===== config.mk =====
export PLATFORM = sky130hd
export DESIGN_NAME = latch_wr_ctrl
export DESIGN_NICKNAME = d
export VERILOG_FILES = /design/src/rtl/latch_wr_ctrl.sv
export SDC_FILE = /design/constraint.sdc
export NUM_CORES = 1
export LEC_CHECK = 0
export ABC_AREA = 1
export CORE_MARGIN = 8
export CORE_UTILIZATION = 45
export DETAILED_ROUTE_END_ITERATION = 12
export DONT_BUFFER_PORTS = 1
export PLACE_DENSITY = 0.72
export SYNTH_ARGS = -nofsm -noshare
export SYNTH_HDL_FRONTEND = slang
export SYNTH_SLANG_ARGS = --single-unit

===== constraint.sdc =====
create_clock -name clk -period 1.7 [get_ports clk]
set_input_delay 0.34 -clock clk [delete_from_list [all_inputs] [get_ports clk]]
set_output_delay 0.34 -clock clk [all_outputs]
set_load 0.005 [all_outputs]

===== src/rtl/latch_wr_ctrl.sv =====
// latch_wr_ctrl: sequences setup/gate/hold timing for a bank of 4-bit
// transparent latches sharing one data bus, plus a broadcast preset.
module latch_wr_ctrl #(
    parameter int NUM_LATCH = 4,
    parameter int SETUP_CYC = 1,
    parameter int PULSE_CYC = 2,
    parameter int HOLD_CYC  = 1
) (
    input  logic                         clk,
    input  logic                         rst_n,
    input  logic                         req,
    input  logic [$clog2(NUM_LATCH)-1:0] addr,
    input  logic [3:0]                   wdata,
    input  logic                         preset_all,
    output logic [3:0]                   d,
    output logic [NUM_LATCH-1:0]         g,
    output logic                         pre,
    output logic                         busy,
    output logic                         done,
    output logic                         err
);
    localparam int AW   = $clog2(NUM_LATCH);
    localparam int MAXC = (SETUP_CYC > PULSE_CYC) ? ((SETUP_CYC > HOLD_CYC) ? SETUP_CYC : HOLD_CYC)
                                                  : ((PULSE_CYC > HOLD_CYC) ? PULSE_CYC : HOLD_CYC);
    localparam int CW   = $clog2(MAXC + 1);

    typedef enum logic [2:0] {IDLE, SETUP, PULSE, HOLD, PRESET} state_t;

    state_t               state, state_n;
    logic [CW-1:0]        cnt, cnt_n;
    logic [AW-1:0]        addr_q, addr_n;
    logic [3:0]           d_n;
    logic [NUM_LATCH-1:0] g_n;
    logic                 pre_n, busy_n, done_n, err_n;

    // Counter counts cycles spent in the current state; cnt_n is its value in state_n.
    always_comb begin
        state_n = state;
        cnt_n   = cnt + CW'(1);
        addr_n  = addr_q;
        d_n     = d;
        case (state)
            IDLE: begin
                cnt_n = '0;
                if (preset_all) begin
                    state_n = PRESET;
                end else if (req) begin
                    state_n = SETUP;
                    addr_n  = addr;
                    d_n     = wdata;
                end
            end
            SETUP:  if (cnt == CW'(SETUP_CYC - 1)) begin state_n = PULSE; cnt_n = '0; end
            PULSE:  if (cnt == CW'(PULSE_CYC - 1)) begin state_n = HOLD;  cnt_n = '0; end
            HOLD:   if (cnt == CW'(HOLD_CYC - 1))  begin state_n = IDLE;  cnt_n = '0; end
            PRESET: if (cnt == CW'(PULSE_CYC - 1)) begin state_n = IDLE;  cnt_n = '0; end
            default: begin state_n = IDLE; cnt_n = '0; end
        endcase
        // Outputs are decoded from the next state so they register alongside it.
        g_n = '1;
        for (int i = 0; i < NUM_LATCH; i++) g_n[i] = !(state_n == PULSE && addr_n == AW'(i));
        pre_n  = state_n == PRESET;
        busy_n = state_n != IDLE;
        done_n = (state_n == HOLD && cnt_n == CW'(HOLD_CYC - 1)) ||
                 (state_n == PRESET && cnt_n == CW'(PULSE_CYC - 1));
        err_n  = done_n && state_n == HOLD && int'(addr_n) >= NUM_LATCH;
    end

    always_ff @(posedge clk or negedge rst_n) begin
        if (!rst_n) begin
            state  <= IDLE;
            cnt    <= '0;
            addr_q <= '0;
            d      <= 4'b0000;
            g      <= '1;
            pre    <= 1'b0;
            busy   <= 1'b0;
            done   <= 1'b0;
            err    <= 1'b0;
        end else begin
            state  <= state_n;
            cnt    <= cnt_n;
            addr_q <= addr_n;
            d      <= d_n;
            g      <= g_n;
            pre    <= pre_n;
            busy   <= busy_n;
            done   <= done_n;
            err    <= err_n;
        end
    end
endmodule


==> flow_summary.toml, run 1 <==
[setup_path]
cp_data_required_time_ns = 1.91
critPathCaptureType = "flop"
start_kind = "flop"
path_class = "flop to flop"
worstPathMaxFanout = 4
crit_arrival_ns = 1.58

[global_route]
grt_pass1_wl_mm = 2.70
gr-usage-met2_pct = 17.4
grt_util_met3_pct = 4.87
antenna_found_initial = 0
grt_pass1_vias = 586
grt.busiest_layer = "met2"
grt_max_degree = 19
grt_usage_pct = 9.86
grtUsageMet1_pct = 10.4
overflow = 0

[layout]
final_layout_size_suffix_gt1_share_pct = 22.9
multi_input_comb_area_um2 = 365
fillers = 187
area_growth_pct = 5.77
utilization_pct = 49.4
antennaDiodeCount = 0
fin_nets = 111
register_area_um2 = 455

[routing]
drtIter0Drc = 7
viasPerCell = 4.86
drc = 0
dr.pass1.iters = 4
vias = 598
route.antenna.remaining_nets = 0
postRouteWirelength_mm = 1.63
wire_per_inst_um = 13.3

[power]
power_frac_seq_pct = 47.7
cellLeakagePower_nw = 0.472
p_sw_uw = 635
power_mw = 1.53
intPower_uw = 892
ir_drop_mv = 0.850
p_clk_share_pct = 13.6
power_density_nw_per_um2 = 1630
swShare_pct = 41.6
power_frac_comb_pct = 38.7

[timing]
setup_viol = 0
timing.setup.tns_ns = 0
finalHoldViolCount = 0
slew_headroom_pct = 49.0
slew_viol_final = 0
hold_slack_ns = 0.163
worstMarginPinSlew_ns = 0.763
period_share_pct = 80.8
fmax_mhz = 728
finalClockSkew_ns = 0.00556
min_period_ns = 1.37
rsz0062_at_grt = "false"

[yosys]
synth_top_area_share_pct = 39.4
synth_top_area_cell = "dfrtp_1"
synth_seq_area_share_pct = 51.3
yosysMostFrequentCell = "nand2_1"
postSynthNetCount = 107
synth_commonest_cells = "nand2_1, dfrtp_1, nand3_1, inv_1, nor2_1"
synth.distinct_cells = 21
ys.flop_type = "dfrtp_1"
synthAdderAreaFrac_pct = 5.63
synth_edf_count = 0
ys_ff_latch = 18
synth-simple-area-share_pct = 30.8
muxShareOfSynthArea_pct = 0
avgSynthCellArea_um2 = 9.55
synth_area_leaders = "dfrtp_1, dfstp_2, nand2_1, nand3_1, ha_1"
synth_compound_area_share_pct = 4.23
ys_warn_count = 0
synth-async-reset-ratio_pct = 100
syn_area_um2 = 888
syn_inst = 93
synth_top_family_by_area = "simple AND/OR/NAND/NOR gates"
synth-xor-area-share_pct = 0

[clock_tree]
cts_resized = 0
postCtsSetupRepairBufs = 0
numCtsBuffers = 3
clk_latency_ns = 0.29
clockBufferDepth = 2
clk_pin_slew_worst_paths_ns = 0.09
cts_root_buffer = "clkbuf_4"
htreeDepth = 1
cts_num_sinks = 18
cts_tree = "built"

[floorplan]
rows = 16
dieWidth_um = 60.4
die_area_um2 = 3650
core_area_um2 = 1900
die_y_um = 60.4
start_util_pct = 46.7
io-pin-count = 22

[run_status]
outcome = "finished clean"

[place]
hpwl_mm = 1.25
gp_congestion = 0.754
port_buffers = 0

[run]
maxCapViolations = 0

[hold_path]
hp-class = "primary input to flop"
[state kept, by name (all words and copies together), names as in the netlist]
register,cells
d,4
state,3
g,4
pre,1
busy,1
done,1
cnt,2
addr_q,2
[power by group through the flow]
stage	clock, mW	sequential (mW)	combinational (mW)
after detailed placement	0	0.739	0.582
after global routing	0.230	0.750	0.672
after CTS	0.220	0.733	0.594
after floorplan	0	0.689	0.529
final	0.208	0.729	0.590
after global placement	0	0.737	0.566
[cells by family after synthesis]
kind of cell | after synthesis
simple gates | 49
flops | 18
buf+inv | 15
compound gates | 6
fa+ha+maj | 4
other cells | 1
[timing repair]
action / in CTS / in global routing
hold buffers: 1 / 0
endpoints found under the setup margin: 0 / 0
hold endpoints to repair: 18 / 0
[routing by layer]
metal  vias to the layer above  part of all wire (%)  routed length, um
li1                        294                     -                  -
met1                       285                    41                671
met2                        19                    51                830
met3                         0                   8.0                130
met4                         0                     0                  0
met5                         -                     0                  0
[metrics by stage]
step | instances | area, um^2 | worst slack [ns]
2_1_floorplan | 93 | 888 | 0.464
3_3_place_gp | 118 | 903 | 0.422
3_5_place_dp | 118 | 903 | 0.359
4_1_cts | 123 | 940 | 0.319
5_1_grt | 123 | 940 | 0.214
6_report | 123 | 940 | 0.327
[path summary, 6_finish.rpt]
path                                   from  slack (ns)  depth (start not counted)                   to
max                        cnt[0]$_DFF_PN0_        0.33                          7       g[3]$_DFF_PN1_
min                                wdata[0]        0.16                          2     d[0]$_DFFE_PN0P_
max reg2reg                cnt[0]$_DFF_PN0_        0.33                          7       g[3]$_DFF_PN1_
min reg2reg                d[3]$_DFFE_PN0P_        0.51                          2     d[3]$_DFFE_PN0P_
max in group asynchronous             rst_n        0.66                          1       busy$_DFF_PN0_
min in group asynchronous             rst_n        0.56                          1  addr_q[0]$_DFF_PN0_
[layout by cell type, fill, tap and decap left out]
cell type / n
o21ai_0: 2
nand2_2: 2
clkbuf_1: 1
ha_1: 4
nand3_1: 12
dfrtp_1: 14
nand2_4: 1
inv_1: 10
nor2_1: 5
nand3_2: 3
clkbuf_4: 3
inv_2: 3
nor2_8: 1
nand2_1: 21
o21ai_1: 2
o21ai_2: 2
nand4_2: 1
nand3b_1: 1
dfstp_2: 4
dlygate4sd3_1: 1
conb_1: 1
nor2_4: 2
[worst max-delay path: stages (launching register included)]
cell and delay [ns]:
dfrtp_1 0.41, inv_1 0.11, ha_1 0.17, inv_1 0.06, o21ai_1 0.14, nand3_2 0.15, nor2_4 0.17, nand3_1 0.09
[final cells by class]
cell class                      instances  share of cell area [%]
Timing Repair Buffer                    1                    1.07
Clock buffer                            4                    2.80
Multi-Input combinational cell         60                    38.9
Tap cell                               27                    3.60
Sequential cell                        18                    48.5
Inverter                               13                    5.19
(Power assumes the default switching activity.)
==> inputs of run 2 (changes only) <==
==> constraint.sdc (replaced) <==
create_clock -name clk -period 1.3 [get_ports clk]
set_input_delay 0.26 -clock clk [delete_from_list [all_inputs] [get_ports clk]]
set_output_delay 0.26 -clock clk [all_outputs]
set_load 0.005 [all_outputs]
==> run 2 against run 1 <==
Net effect:
- utilization increased by 6.4 points
- via count increased by 8.2%
- worst setup slack got worse by 0.33 ns
- global-route usage increased by 1.2 points
- the run now ends with setup timing left
- maximum frequency increased by 5.5%
- sequential power increased by 34%
- largest cell class unchanged
- clock power increased by 62%
- critical endpoint unchanged
==> flow_summary.toml, run 2 (synthesis results as in run 1) <==
[clock_tree]
cts_num_sinks = 18
numCtsBuffers = 3
clk_pin_slew_worst_paths_ns = 0.10
cts_root_buffer = "clkbuf_4"
htreeDepth = 1
clockBufferDepth = 2
clk_latency_ns = 0.28
cts_tree = "built"

[setup_path]
critPathCaptureType = "flop"
path_cells = "inv_2 > ha_4 > inv_2 > o21ai_2 > nand3_2 > nor2_4 > nand3_2"
critPathMaxStageDelay_ns = 0.43
crit_family = "flip-flops"
path_class = "flop to flop"
crit_arrival_ns = 1.52
path_buf_inv = 2
cpMaxStageDelayCell = "dfrtp_1"
worstPathMaxFanout = 4
cp_data_required_time_ns = 1.52
start_kind = "flop"

[power]
power_density_nw_per_um2 = 2240
ir_drop_mv = 1.14
power_mw = 2.38
cellLeakagePower_nw = 0.510

[routing]
highest_layer = "met4"
drtIter0Drc = 8
viasPerCell = 4.98
wire_per_inst_um = 14.7
vias = 647
drc = 0
dr.pass1.iters = 4
wl_met2_um = 897
wl_met1_um = 871
route.met3.wl_um = 109
route.antenna.remaining_nets = 0
postRouteWirelength_mm = 1.91

[layout]
largest_registers = "d (4), g (4), state (3)"
area_growth_pct = 19.6
utilization_pct = 55.9
stdcell_count = 130
final_layout_size_suffix_gt1_share_pct = 42.7
fillers = 167
antennaDiodeCount = 0
layout_commonest_cell = "nand2_1"
final_cell_mix = "nand2_1, dfrtp_1, nand3_1, inv_1, nand3_2"
fin_nets = 118

[run_status]
violations = "setup timing"
outcome = "finished with violations"

[floorplan]
io-pin-count = 22
start_util_pct = 46.7
die_y_um = 60.4
die_area_um2 = 3650
core_area_um2 = 1900
rows = 16
dieWidth_um = 60.4

[hold_path]
hp-class = "primary input to flop"

[place]
port_buffers = 0
dp_cells = 121
gp_congestion = 0.856
hpwl_mm = 1.36

[timing]
finalHoldViolCount = 0
finalClockSkew_ns = 0.000373
period_share_pct = 100
fin_ws_ns = -0.000991
fmax_mhz = 769
min_period_ns = 1.30
slew_viol_final = 0
rsz0062_at_grt = "true"
setup_viol = 1
worstMarginPinSlew_ns = 0.781
slew_headroom_pct = 47.8

[global_route]
antenna_found_initial = 0
grt_pass1_wl_mm = 2.95
grt_max_degree = 19
grt_pass1_vias = 654
grt_usage_pct = 11.0
overflow = 0

[run]
maxCapViolations = 0
## run 2: final timing paths
check                      slack [ns]                  to  cells after the start              from
setup / recovery               -0.001      g[3]$_DFF_PN1_                      7  cnt[0]$_DFF_PN0_
min in group asynchronous        0.49  state[2]$_DFF_PN0_                      1             rst_n
hold reg to reg                  0.52    d[1]$_DFFE_PN0P_                      2  d[1]$_DFFE_PN0P_
setup reg to reg               -0.001      g[3]$_DFF_PN1_                      7  cnt[0]$_DFF_PN0_
hold / removal                   0.09    d[1]$_DFFE_PN0P_                      2          wdata[1]
max in group asynchronous        0.28  state[0]$_DFF_PN0_                      1             rst_n
## run 2: layout make-up
cell class	count	area (um^2)	share of cell area, %
clock buffers	4	36.3	3.42
inverters	13	51.3	4.83
multi-input cells	61	428	40.3
flip-flops and latches	18	458	43.1
well taps	27	33.8	3.18
repair buffers	7	55.1	5.18
## run 2: worst register-to-register path, cell delays in order, from the launching register on
cell	delay [ns]
dfrtp_1	0.43
inv_2	0.10
ha_4	0.14
inv_2	0.04
o21ai_2	0.12
nand3_2	0.12
nor2_4	0.19
nand3_2	0.08
## run 2: through the flow
step / hold slack (ns) / worst slack, ns / setup TNS (ns) / cell area [um^2]
after floorplan: -0.0356 / 0.0642 / 0 / 888
after global placement: -0.0350 / 0.0427 / 0 / 926
after detailed placement: -0.0349 / -0.00988 / -0.0218 / 926
after CTS: 0.0803 / 0.00871 / 0 / 990
after global routing: 0.0637 / -0.101 / -0.560 / 1060
final: 0.0857 / -0.000991 / -0.000991 / 1060
## run 2: timing repair
action                                  CTS  global route
endpoints found under the hold margin    18             0
resized for setup                         8             9
endpoints found under the setup margin    4             8
gates cloned                              0             1
hold buffers                              1             0
setup buffers                             0             3
pin swaps                                 2             7
## run 2: layer usage
layer	track usage, %	vias to the layer above
met5	0	-
met4	4.65	0
met3	4.45	7
met2	17.2	19
met1	13.2	309
li1	-	312
## run 2: power by group
| group | switching [mW] | internal, mW |
|---|---|---|
| sequential | 0.187 | 0.788 |
| combinational | 0.659 | 0.405 |
| clock | 0.166 | 0.170 |
| total | 1.01 | 1.36 |
